===== config.mk =====
export PLATFORM = sky130hd
export DESIGN_NAME = elevator_ctrl
export DESIGN_NICKNAME = d
export VERILOG_FILES = /design/src/rtl/elev_pkg.sv /design/src/rtl/elev_timer.sv /design/src/rtl/elevator_ctrl.sv
export SDC_FILE = /design/constraint.sdc
export NUM_CORES = 1
export LEC_CHECK = 0
export CAP_MARGIN = 20
export CELL_PAD_IN_SITES_DETAIL_PLACEMENT = 0
export CELL_PAD_IN_SITES_GLOBAL_PLACEMENT = 2
export CORE_ASPECT_RATIO = 0.8
export CORE_MARGIN = 2
export CORE_UTILIZATION = 25
export DETAILED_ROUTE_END_ITERATION = 12
export GPL_TIMING_DRIVEN = 1
export PLACE_DENSITY_LB_ADDON = 0.1
export SETUP_SLACK_MARGIN = 0.4
export SLEW_MARGIN = 15
export SYNTH_ARGS = -nofsm -noshare
export SYNTH_HDL_FRONTEND = slang
export SYNTH_SLANG_ARGS = --single-unit

===== constraint.sdc =====
create_clock -name clk -period 3.2 [get_ports clk]
set_input_delay 0.48 -clock clk [delete_from_list [all_inputs] [get_ports clk]]
set_output_delay 0.48 -clock clk [all_outputs]
set_load 0.1 [all_outputs]

===== src/rtl/elev_pkg.sv =====
`default_nettype none
// ============================================================================
//  Module      : elev_pkg
//  Description : Shared declarations for the elevator controller: the car
//                state enumeration and the bit width of the travel and door
//                countdown timers.
//  Revision    : 1.0  initial release
// ============================================================================
package elev_pkg;

    // Timer width; comfortably covers any practical TRAVEL_CYC / DOOR_CYC.
    localparam int unsigned c_tmr_w = 16;

    typedef enum logic [1:0] {
        IDLE      = 2'd0,
        MOVING    = 2'd1,
        DOOR_OPEN = 2'd2
    } elev_state_t;

endpackage : elev_pkg
`default_nettype wire


===== src/rtl/elev_timer.sv =====
`default_nettype none
// ============================================================================
//  Module      : elev_timer
//  Description : Loadable down-counter. i_load (priority) loads i_load_val;
//                otherwise i_en decrements while non-zero. o_expire is high
//                during the enabled cycle in which the count is 1, so a load
//                of N expires after exactly N enabled cycles.
//  Ports       : clk, rst (sync, active-high), i_load, i_load_val[TMR_W],
//                i_en, o_expire
//  Revision    : 1.0  initial release
// ============================================================================
module elev_timer
    import elev_pkg::*;
#(
    parameter int TMR_W = c_tmr_w
) (
    input  logic             clk,
    input  logic             rst,
    input  logic             i_load,
    input  logic [TMR_W-1:0] i_load_val,
    input  logic             i_en,
    output logic             o_expire
);

    localparam logic [TMR_W-1:0] c_one = TMR_W'(1);

    logic [TMR_W-1:0] r_count;

    always_ff @(posedge clk) begin
        if (rst) begin
            r_count <= '0;
        end else if (i_load) begin
            r_count <= i_load_val;
        end else if (i_en && (r_count != '0)) begin
            r_count <= r_count - c_one;
        end
    end

    assign o_expire = i_en && (r_count == c_one);

endmodule : elev_timer
`default_nettype wire


===== src/rtl/elevator_ctrl.sv =====
`default_nettype none
// ============================================================================
//  Module      : elevator_ctrl
//  Description : Single-car elevator controller (IDLE / MOVING / DOOR_OPEN).
//                Latches floor calls, sweeps in one direction while requests
//                remain ahead, reverses otherwise, and opens the door at each
//                requested floor for DOOR_CYC cycles.
//  Ports       : clk, emergency (sync active-high reset), call_req[FLOORS],
//                overload (only with ELEV_OVERLOAD_EN), floor, dir_up,
//                moving, door_open, pending[FLOORS], arrived
//  Options     : ELEV_OVERLOAD_EN - adds the overload input, which holds the
//                door open and freezes the door timer while high.
//  Revision    : 1.0  initial release
// ============================================================================
module elevator_ctrl
    import elev_pkg::*;
#(
    parameter int FLOORS     = 4,
    parameter int TRAVEL_CYC = 8,
    parameter int DOOR_CYC   = 6
) (
    input  logic                      clk,
    input  logic                      emergency,
    input  logic [FLOORS-1:0]         call_req,
`ifdef ELEV_OVERLOAD_EN
    input  logic                      overload,
`endif
    output logic [$clog2(FLOORS)-1:0] floor,
    output logic                      dir_up,
    output logic                      moving,
    output logic                      door_open,
    output logic [FLOORS-1:0]         pending,
    output logic                      arrived
);

    localparam int                     c_floor_w   = $clog2(FLOORS);
    localparam logic [c_floor_w-1:0]   c_top_floor = c_floor_w'(FLOORS - 1);
    localparam logic [c_floor_w-1:0]   c_floor_one = c_floor_w'(1);
    localparam logic [c_tmr_w-1:0]     c_travel_ld = c_tmr_w'(TRAVEL_CYC);
    localparam logic [c_tmr_w-1:0]     c_door_ld   = c_tmr_w'(DOOR_CYC);

    elev_state_t          r_state, w_state_nxt;
    logic [c_floor_w-1:0] r_floor, w_floor_nxt, w_step_floor;
    logic                 r_dir_up, w_dir_nxt;
    logic [FLOORS-1:0]    r_pending, w_pend_nxt;
    logic                 r_arrived, w_arrived_nxt;

    logic w_trav_load, w_trav_en, w_trav_exp;
    logic w_door_load, w_door_en, w_door_exp, w_door_hold;
    logic w_can_step;
    logic w_above_cur, w_below_cur, w_above_step, w_below_step;

    // Any latched request strictly above / below a floor position.
    function automatic logic f_any_above(input logic [FLOORS-1:0]    p,
                                         input logic [c_floor_w-1:0] pos);
        f_any_above = 1'b0;
        for (int i = 0; i < FLOORS; i++) begin
            if ((i > int'(pos)) && p[i]) f_any_above = 1'b1;
        end
    endfunction

    function automatic logic f_any_below(input logic [FLOORS-1:0]    p,
                                         input logic [c_floor_w-1:0] pos);
        f_any_below = 1'b0;
        for (int i = 0; i < FLOORS; i++) begin
            if ((i < int'(pos)) && p[i]) f_any_below = 1'b1;
        end
    endfunction

`ifdef ELEV_OVERLOAD_EN
    assign w_door_hold = overload;
`else
    assign w_door_hold = 1'b0;
`endif

    // Neighbouring floor in the travel direction; only used when w_can_step,
    // so the wrap at either end never reaches the floor register.
    assign w_can_step   = r_dir_up ? (r_floor != c_top_floor) : (r_floor != '0);
    assign w_step_floor = r_dir_up ? (r_floor + c_floor_one) : (r_floor - c_floor_one);

    assign w_above_cur  = f_any_above(r_pending, r_floor);
    assign w_below_cur  = f_any_below(r_pending, r_floor);
    assign w_above_step = f_any_above(r_pending, w_step_floor);
    assign w_below_step = f_any_below(r_pending, w_step_floor);

    assign w_trav_en = (r_state == MOVING);
    assign w_door_en = (r_state == DOOR_OPEN) && !w_door_hold;

    elev_timer #(.TMR_W(c_tmr_w)) u_travel_tmr (
        .clk        (clk),
        .rst        (emergency),
        .i_load     (w_trav_load),
        .i_load_val (c_travel_ld),
        .i_en       (w_trav_en),
        .o_expire   (w_trav_exp)
    );

    elev_timer #(.TMR_W(c_tmr_w)) u_door_tmr (
        .clk        (clk),
        .rst        (emergency),
        .i_load     (w_door_load),
        .i_load_val (c_door_ld),
        .i_en       (w_door_en),
        .o_expire   (w_door_exp)
    );

    always_comb begin
        w_state_nxt   = r_state;
        w_floor_nxt   = r_floor;
        w_dir_nxt     = r_dir_up;
        w_arrived_nxt = 1'b0;
        w_trav_load   = 1'b0;
        w_door_load   = 1'b0;
        w_pend_nxt    = r_pending | call_req;

        case (r_state)
            IDLE: begin
                if (r_pending[r_floor]) begin
                    w_state_nxt            = DOOR_OPEN;
                    w_door_load            = 1'b1;
                    w_pend_nxt[r_floor]    = 1'b0;
                end else if (r_dir_up ? w_above_cur : w_below_cur) begin
                    w_state_nxt = MOVING;
                    w_trav_load = 1'b1;
                end else if (r_dir_up ? w_below_cur : w_above_cur) begin
                    // Nothing ahead but something behind: reverse and go.
                    w_dir_nxt   = ~r_dir_up;
                    w_state_nxt = MOVING;
                    w_trav_load = 1'b1;
                end
            end

            MOVING: begin
                if (w_trav_exp) begin
                    if (!w_can_step) begin
                        w_state_nxt = IDLE;
                    end else begin
                        w_floor_nxt   = w_step_floor;
                        w_arrived_nxt = 1'b1;
                        if (r_pending[w_step_floor]) begin
                            w_state_nxt              = DOOR_OPEN;
                            w_door_load              = 1'b1;
                            w_pend_nxt[w_step_floor] = 1'b0;
                        end else if (r_dir_up ? w_above_step : w_below_step) begin
                            w_trav_load = 1'b1;
                        end else begin
                            w_state_nxt = IDLE;
                        end
                    end
                end
            end

            DOOR_OPEN: begin
                // A call for the open floor is absorbed as a door-restart.
                w_pend_nxt[r_floor] = r_pending[r_floor];
                if (call_req[r_floor]) begin
                    w_door_load = 1'b1;
                end else if (w_door_exp) begin
                    w_state_nxt = IDLE;
                end
            end

            default: begin
                w_state_nxt = IDLE;
            end
        endcase
    end

    always_ff @(posedge clk) begin
        if (emergency) begin
            r_state   <= IDLE;
            r_floor   <= '0;
            r_dir_up  <= 1'b1;
            r_pending <= '0;
            r_arrived <= 1'b0;
        end else begin
            r_state   <= w_state_nxt;
            r_floor   <= w_floor_nxt;
            r_dir_up  <= w_dir_nxt;
            r_pending <= w_pend_nxt;
            r_arrived <= w_arrived_nxt;
        end
    end

    assign floor     = r_floor;
    assign dir_up    = r_dir_up;
    assign moving    = (r_state == MOVING);
    assign door_open = (r_state == DOOR_OPEN);
    assign pending   = r_pending;
    assign arrived   = r_arrived;

endmodule : elevator_ctrl
`default_nettype wire


==> results of run 1 <==
==> routing by layer <==
layer	vias to the layer above	wire, µm	global-route usage, %
li1	1154	-	-
met3	7	249	3.35
met2	37	2860	19.2
met5	-	0	0
met1	1053	3900	21.6
met4	0	93	4.12
==> kinds of logic (layout without fill, tap and decap cells) <==
group                      count (synthesis)  after routing  share of synthesized area (%)
AOI/OAI and AO/OA                         68             68                           17.6
buffers and inverters                     23             41                           3.69
xor gates and xnor gates                  26             26                           8.96
DFF                                       42             42                           33.1
adders and majority gates                 11             11                           5.42
muxes                                      4              4                           3.10
and+or+nand+nor                          127            127                           28.2
==> area by class of cell <==
type	count	area share [%]
clock buffer	7	5.37
inverter	11	1.35
sequential	42	27.7
multi-input combinational	236	53.1
timing repair buffer	22	5.91
clock inverter	1	0.984
tap	136	5.58
==> per-stage QoR <==
step	total power, mW	hold slack, ps	cell area (µm²)
finish	3.48	479	3050
global route	3.77	522	3050
CTS	3.50	482	3040
detailed placement	2.81	472	2850
global placement	2.86	473	2850
floorplan	2.32	448	2550
==> worst min-delay path: stages, from the launching register on <==
cell     delay [ps]
dfxtp_1         310
o31ai_1          60
a21oi_1          60
==> synth_stat cells, drive strengths merged, types with 6 or more instances <==
| library cell | number |
|---|---|
| xnor2 | 13 |
| inv | 11 |
| nand4 | 7 |
| clkbuf | 8 |
| or4 | 6 |
| nand2 | 18 |
| a211oi | 10 |
| nor3 | 15 |
| o21ai | 16 |
| xor2 | 13 |
| dfxtp | 42 |
| a21oi | 18 |
| nor2 | 36 |
| nor4 | 10 |
| nand3 | 6 |
| ha | 11 |
==> where the power goes <==
group          internal [mW]  switching [mW]  leakage (nW)
clock                  0.437           0.222        0.0953
combinational          0.668            1.29         0.623
sequential             0.662           0.198         0.343
total                   1.77            1.71          1.06
==> state kept, by name, summed over array words and instances, names as in the netlist <==
register	count
u_door_tmr.r_count	16
u_travel_tmr.r_count	16
pending	4
floor	2
r_state	2
arrived	1
dir_up	1
==> layout by cell type, fill, tap and decap left out, types with 12 or more instances in the layout <==
| master | synthesis | final |
|---|---|---|
| dfxtp_1 | 42 | 40 |
| nor2_1 | 35 | 35 |
| xnor2_1 | 13 | 12 |
| nand2_1 | 18 | 18 |
| o21ai_0 | 15 | 15 |
| a21oi_1 | 18 | 18 |
| nor3_1 | 15 | 15 |
| xor2_1 | 13 | 13 |
| buf_4 | 1 | 16 |
==> worst max path at each step <==
stage,to,depth (start not counted)
after floorplan,u_travel_tmr.r_count[0],8
final,u_door_tmr.r_count[9],7
after global routing,u_door_tmr.r_count[9],7
after global placement,u_door_tmr.r_count[9],7
after CTS,u_door_tmr.r_count[9],7
after detailed placement,u_door_tmr.r_count[9],7
==> reports/results.md, run 1 <==
* setup slack, reg-to-reg: 650 ps
* gate family responsible for the most delay along the worst path: compound AO/OA/AOI/OAI gates
* Remaining DRCs: 0
* nets@finish: 335
* wire length of the first global-routing pass: 12.0 mm
* final clock skew: 7.11 ps
* layout cells sized above 1: 14.7%
* maximum fanout along the worst path: 14
* root buffer selected by CTS: clkbuf_16
* synthesized instance count: 301
* Synth Cell Area: 0.00254 mm²
* capturing point of the worst reg2reg path: u_door_tmr.r_count[9]
* startpoint types: register
* share of the yosys chip area belonging to registers: 33.1%
* final-report hold violation count: 0
* slowest cell on the critical path: dfxtp_4
* number of max-slew violations in the final report: 0
* library cell occupying the most area in the post-synthesis netlist: dfxtp_1
* warnings from Yosys: 0
* Post-synth EDFFs: 0
* Starting Density: 26.0%
* initial DRC count: 118
* RSZ-0062 raised after global routing: no
* number of hold-repair buffers added at the cts stage: 0
* power density of the placed cells: 1140 mW/mm²
* smallest setup slack after layout: 647 ps
* launch point of the worst path: floor[0]
* source of the worst hold timing path: u_door_tmr.r_count[9]
* number of vias per cell after detailed routing: 4.95
* sequential cell area: 846 µm²
* worst path cell trace: inv_1 -> ha_1 -> xnor2_2 -> mux4_2 -> a31oi_1 -> nand2b_2 -> a21oi_1
* FF+latch count, synth: 42
* outcome: finished, final reports clean
* worst min-delay path class: reg -> reg
* area of the placeable core: 0.00977 mm²
* number of stages on the worst hold path: 2
* Hold Path Sink: u_door_tmr.r_count[9]
* Critical path buffers and inverters: 1
* area share of the leading cell type in the synthesized netlist: 33.1%
* Worst Setup End Kind: register
* placed wire-length estimate after detailed placement: 4.95 mm
* crit path time final: 2550 ps
* Max H-tree Level: 2
* First-pass DRT Iterations: 4
* gr ovfl total: 0
* final setup violating endpoints: 0
* maximum count of clock buffers along a single path: 2
* synth top area cells: dfxtp_1 33%, ha_1 5.4%, nor2_1 5.2%
* number of instances in the placed design: 447
* RR Startpoint: floor[0]
* count of cells resized by post-cts repair: 0
* Post-synth top flop: dfxtp_1
* Overall Global Routing Usage: 14.1%
* routability cong.: 0.737
* clock tree from TritonCTS: done
* die boundary height: 94.2 µm
* syn nets: 318
* total negative setup slack: 0 ps
* actual transition at the worst max-transition pin: 984 ps
* Skew-Pair Late Insertion Delay: 290 ps
* average instance area after synthesis: 8.44 µm²
* number of max-capacitance violations reported: 0
* post-CTS setup-driven buffer insertion count: 0
* vias in the first global route: 2,187
* number of different library cells in the post-synthesis netlist: 54
* Layout area overhead: 20.0%
* Finished Core Util: 31.2%
* Critical Path Max Stage Delay: 430 ps
* wire per inst: 15.6 µm
* Std-Cell Rows: 32
* final worst path period share: 79.8%
* I/O Pins: 16
* die area: 0.0110 mm²
* final wirelength: 7.10 mm
* clock transition at the registers of the reported paths: 70 ps
* number of clock sinks: 42
* detailed-route via count: 2,251
* Final ANT Viol Nets: 0
* area used by multi-input combinational logic: 0.00162 mm²
* proportion of synthesized flip-flops having asynchronous set or reset: 0%
* reported leakage power: 1.06 nW
* DIE WIDTH: 117 µm
* start-to-end type of the worst setup path: reg -> reg
* required time of the worst setup path: 3420 ps
* worst voltage drop across the vdd grid: 360 µV
* pin count of the biggest net entering global routing: 18
* CTS Buf Count: 5
* initial antenna violation count: 0
* Fillers: 1,082
* R2R cell count: 7
* Fmax: 392 MHz
* relative max-transition margin: 34.2%
* final instance count without filler cells: 455
* worst slack at placement: 469 ps
* number of antenna diodes: 0
* PortBufs: 15
* worst endpoint data arrival time: 2770 ps
No activity file was read; power rests on OpenSTA's default activity.
==> inputs of run 2 (changes only) <==
==> constraint.sdc (replaced) <==
create_clock -name clk -period 2.2 [get_ports clk]
set_input_delay 0.33 -clock clk [delete_from_list [all_inputs] [get_ports clk]]
set_output_delay 0.33 -clock clk [all_outputs]
set_load 0.1 [all_outputs]
==> reports/results.md, run 2 (synthesis results as in run 1) <==
* outcome: finished, final reports clean
* initial antenna violation count: 0
* Fillers: 1,003
* most frequent standard cell in the layout excluding fill and tap cells: buf_4
* relative max-transition margin: 66.4%
* vias in the first global route: 2,435
* area of the placeable core: 0.00977 mm²
* Fmax: 489 MHz
* number of clock sinks: 42
* reported leakage power: 1.42 nW
* die boundary height: 94.2 µm
* First-pass DRT Iterations: 4
* actual transition at the worst max-transition pin: 491 ps
* Max H-tree Level: 2
* final-report hold violation count: 0
* final setup violating endpoints: 0
* clock transition at the registers of the reported paths: 70 ps
* placed wire-length estimate after detailed placement: 5.34 mm
* start-to-end type of the worst setup path: reg -> reg
* initial DRC count: 104
* final clock skew: 6.08 ps
* PortBufs: 15
* gr ovfl total: 0
* DIE WIDTH: 117 µm
* Std-Cell Rows: 32
* final instance area: 0.00387 mm²
* Final ANT Viol Nets: 0
* Overall Global Routing Usage: 15.2%
* required time of the worst setup path: 2380 ps
* wire per inst: 15.2 µm
* area used by multi-input combinational logic: 0.00193 mm²
* Layout area overhead: 52.1%
* number of max-capacitance violations reported: 0
* Remaining DRCs: 0
* CTS Buf Count: 5
* worst endpoint data arrival time: 2230 ps
* maximum fanout along the worst path: 5
* startpoint types: register
* commonest cells after routing, fill and taps aside: 64 x buf_4, 32 x nor2_1, 31 x dfxtp_1
* Starting Density: 26.0%
* number of vias per cell after detailed routing: 4.87
* worst min-delay path class: reg -> reg
* nets@finish: 395
* Skew-Pair Late Insertion Delay: 290 ps
* worst voltage drop across the vdd grid: 896 µV
* power consumption: 6.34 mW
* power density of the placed cells: 1640 mW/mm²
* final wirelength: 7.83 mm
* pin count of the biggest net entering global routing: 17
* number of max-slew violations in the final report: 0
* I/O Pins: 16
* maximum count of clock buffers along a single path: 2
* sequential cell area: 862 µm²
* RSZ-0062 raised after global routing: yes
* layout cells sized above 1: 40.6%
* final worst path period share: 93.0%
* die area: 0.0110 mm²
* crit path time final: 2050 ps
* placed standard-cell area: 0.00323 mm²
* root buffer selected by CTS: clkbuf_16
* Worst Setup End Kind: register
* number of antenna diodes: 0
* wire length of the first global-routing pass: 12.9 mm
* clock tree from TritonCTS: done
* detailed-route via count: 2,508
* routability cong.: 0.796
[run 2: cell count changes in the layout (fill, tap and decap cells not counted), sizes merged]
cell | before | now
clkinvlp | 0 | 1
buf | 16 | 77
bufinv | 1 | 0
clkinv | 0 | 1
clkbuf | 7 | 6
clkdlybuf4s50 | 6 | 5
[run 2: per-stage QoR]
step | instances | hold WS, ps | setup TNS (ps) | worst slack (ps) | utilization [%]
after floorplan | 301 | 420 | -6110 | -274 | -
after global placement | 486 | 469 | 0 | 77.9 | 33.0
after detailed placement | 486 | 465 | 0 | 58.8 | 33.0
after CTS | 509 | 484 | 0 | 205 | 38.1
after global routing | 515 | 523 | 0 | 101 | 39.6
final | 515 | 489 | 0 | 154 | 39.6
[run 2: layer usage]
metal  track usage (%)  vias to the layer above  part of all wire (%)
met2              22.1                       27                    42
met4              3.24                        0                  0.82
met5                 0                        -                     0
met1              22.7                     1200                    55
li1                  -                     1274                     -
met3              3.35                        7                   2.6
[run 2: power by group]
part           internal (mW)  switching, mW
Combinational           1.93           2.43
Clock                  0.451          0.338
Sequential             0.980          0.212
[run 2: repair_timing]
action | 4_1_cts | 5_1_grt
setup endpoints to repair | 43 | 44
setup buffers | 14 | 6
gates resized for setup | 55 | 22
cloned | 1 | 0
hold buffers | 0 | 0
pin swaps | 29 | 11
[run 2: layout make-up]
class                   count  share of cell area [%]
multi-input cells         236                    49.8
flip-flops and latches     42                    22.3
repair buffers             82                    18.4
well taps                 136                    4.40
clock buffers               6                    3.59
inverters                  11                    1.17
clock inverters             2                   0.291
[run 2: path summary, 6_finish.rpt]
kind,startpoint,to,slack (ps),depth (start not counted)
hold / removal,u_door_tmr.r_count[9],u_door_tmr.r_count[9],490,2
hold reg to reg,u_door_tmr.r_count[9],u_door_tmr.r_count[9],490,2
setup reg to reg,floor[0],r_state[1],150,6
setup / recovery,floor[0],r_state[1],150,6
[run 2: worst max-delay path, stage by stage (launching register included)]
cell and delay [ps]:
dfxtp_4 360, clkinvlp_4 150, ha_4 330, xnor2_2 120
mux4_2 340, or3_4 410, a32o_1 230
==> edit, RTL diff (config.mk and constraints of run 2) <==
Encoding of `elev_state_t`: now one-hot (3 bits for 3 states).
--- a/src/rtl/elev_pkg.sv
+++ b/src/rtl/elev_pkg.sv
@@ -11,10 +11,10 @@
     // Timer width; comfortably covers any practical TRAVEL_CYC / DOOR_CYC.
     localparam int unsigned c_tmr_w = 16;
 
-    typedef enum logic [1:0] {
-        IDLE      = 2'd0,
-        MOVING    = 2'd1,
-        DOOR_OPEN = 2'd2
+    typedef enum logic [2:0] {
+        IDLE      = 3'b001,
+        MOVING    = 3'b010,
+        DOOR_OPEN = 3'b100
     } elev_state_t;
 
 endpackage : elev_pkg
Behaviour: same outputs for any inputs over 10 cycles, from zero or initial values; not proved beyond that.
==> edit against run 2 <==
- setup slack got worse by 75 ps
- area after synthesis rose by 6.9%
- global-route usage up 0.15 points
- sequential cell count grew 1
- final area up 4.9%
- routed wire length is 11% higher
- worst hold slack gained 14 ps
Power is not compared: it rests on default switching activity, and its combinational part moved more than twofold at a synthesized area within 25%.
==> edit: results <==
export IMPL_seq_area_frac_synth=0.317
export IMPL_ys_types=62
export IMPL_drtPass1Iterations=4
export IMPL_worst_slew_pin_slew_ps=559
export IMPL_grt_max_degree=16
export IMPL_drive_above_1_share=0.455
export IMPL_root_buffer="clkbuf_16"
export IMPL_ir_worst_vdd_uv=352
export IMPL_hold_class="register to register"
export IMPL_holdPathStages=2
export IMPL_postPlaceCellArea_um2=3400
export IMPL_highest_signal_layer="met4"
export IMPL_diodes=0
export IMPL_cp_max_fo=7
export IMPL_vias_per_cell=5.02
export IMPL_htree_levels=2
export IMPL_synth_commonest_cells="43 x dfxtp_1, 25 x nor2_1, 22 x a21oi_1"
export IMPL_leakagePower_uw=0.00139
export IMPL_place_port_buffers=15
export IMPL_met2_length_um=3760
export IMPL_route_met3_wl_um=246
export IMPL_m1WireLength_um=4630
export IMPL_track_usage=0.153
export IMPL_synth_fp_nets=326
export IMPL_overflow=0
export IMPL_status="finished clean"
export IMPL_yosys_top_cells_area="dfxtp_1 32%, xnor2_1 5.2%, ha_1 5.1%"
export IMPL_layout_nets=390
export IMPL_cp_arrival_ps=2280
export IMPL_routed_wl_um=8730
export IMPL_place_congestion=0.750
export IMPL_swShare=0.398
export IMPL_clock_latency_ps=290
export IMPL_clk_pin_slew_ps=70
export IMPL_synthArstFlopShare=0
export IMPL_grt_pass1_vias=2573
export IMPL_cts_buffer_depth=2
export IMPL_cts_buffers=5
export IMPL_grt_pass1_wl_um=14100
export IMPL_ys_warn_count=0
export IMPL_dp_final_hpwl_um=5900
export IMPL_antenna_found_initial=0
export IMPL_r2r_cells=7
export IMPL_finalClockSkew_ps=5.78
export IMPL_drt_iter0_drc=147
[edit: cell types whose count changed in the layout (fill, tap and decap cells not counted), sizes merged, moves of 5 or more]
cell,run 2,this run
a211oi,10,0
xor2,13,4
nor4,10,20
nor2,36,25
a2111oi,2,8
buf,77,64
nor3,15,9
nand2b,5,0
or3,2,8
[edit: what timing repair did]
| item | CTS | global route |
|---|---|---|
| gates resized for setup | 45 | 39 |
| endpoints found under the setup margin | 44 | 43 |
| setup buffers | 11 | 3 |
| gates cloned | 2 | 1 |
| hold endpoints to repair | 0 | 0 |
| pin swaps | 11 | 9 |
[edit: path summary, 6_finish.rpt]
| kind | from | end | slack, ps |
|---|---|---|---|
| max reg2reg | floor[0] | u_travel_tmr.r_count[13] | 80 |
| min | u_door_tmr.r_count[13] | u_door_tmr.r_count[13] | 500 |
| max | floor[0] | u_travel_tmr.r_count[13] | 80 |
| min reg2reg | u_door_tmr.r_count[13] | u_door_tmr.r_count[13] | 500 |
[edit: logic make-up after synthesis]
group	Yosys count	synth area share
and+or+nand+nor	119	0.264
AOI/OAI and AO/OA	78	0.209
DFF	43	0.317
buffers and inverters	30	0.0470
xor gates and xnor gates	20	0.0645
adders and majority gates	11	0.0507
muxes	8	0.0484
[edit: area by class of cell]
type                    count  area [um2]
fillers                  1112        6670
clock buffers               8         158
flip-flops and latches     43         885
well taps                 144         180
inverters                  15        75.1
multi-input cells         238        2120
repair buffers             70         641
[edit: per-layer routing]
| metal | vias up | global-route usage |
|---|---|---|
| met2 | 34 | 0.224 |
| met3 | 7 | 0.0317 |
| met4 | 0 | 0.0420 |
| li1 | 1309 | - |
| met5 | - | 0 |
| met1 | 1249 | 0.227 |
[edit: worst max-delay path, stage by stage (launching register included)]
cell        delay (ps)
dfxtp_4            380
clkinvlp_4         130
ha_4               330
xnor2_4            110
mux4_2             360
a31oi_4            240
and4_4             390
a2111oi_4           40
[edit: per-stage QoR]
stage          setup slack [ps]  instances  power (uW)
2_1_floorplan              -326        309        1690
3_3_place_gp               28.9        493        2120
3_5_place_dp               11.3        493        2110
4_1_cts                    92.2        514        3120
5_1_grt                   -2.37        518        3370
6_report                   78.2        518        3200
[edit: power by group through the flow]
stage,clock [uW],combinational [uW],sequential [uW]
floorplan,0,666,1020
global placement,0,1170,948
detailed placement,0,1160,945
CTS,859,1320,941
global route,891,1530,954
finish,833,1430,944
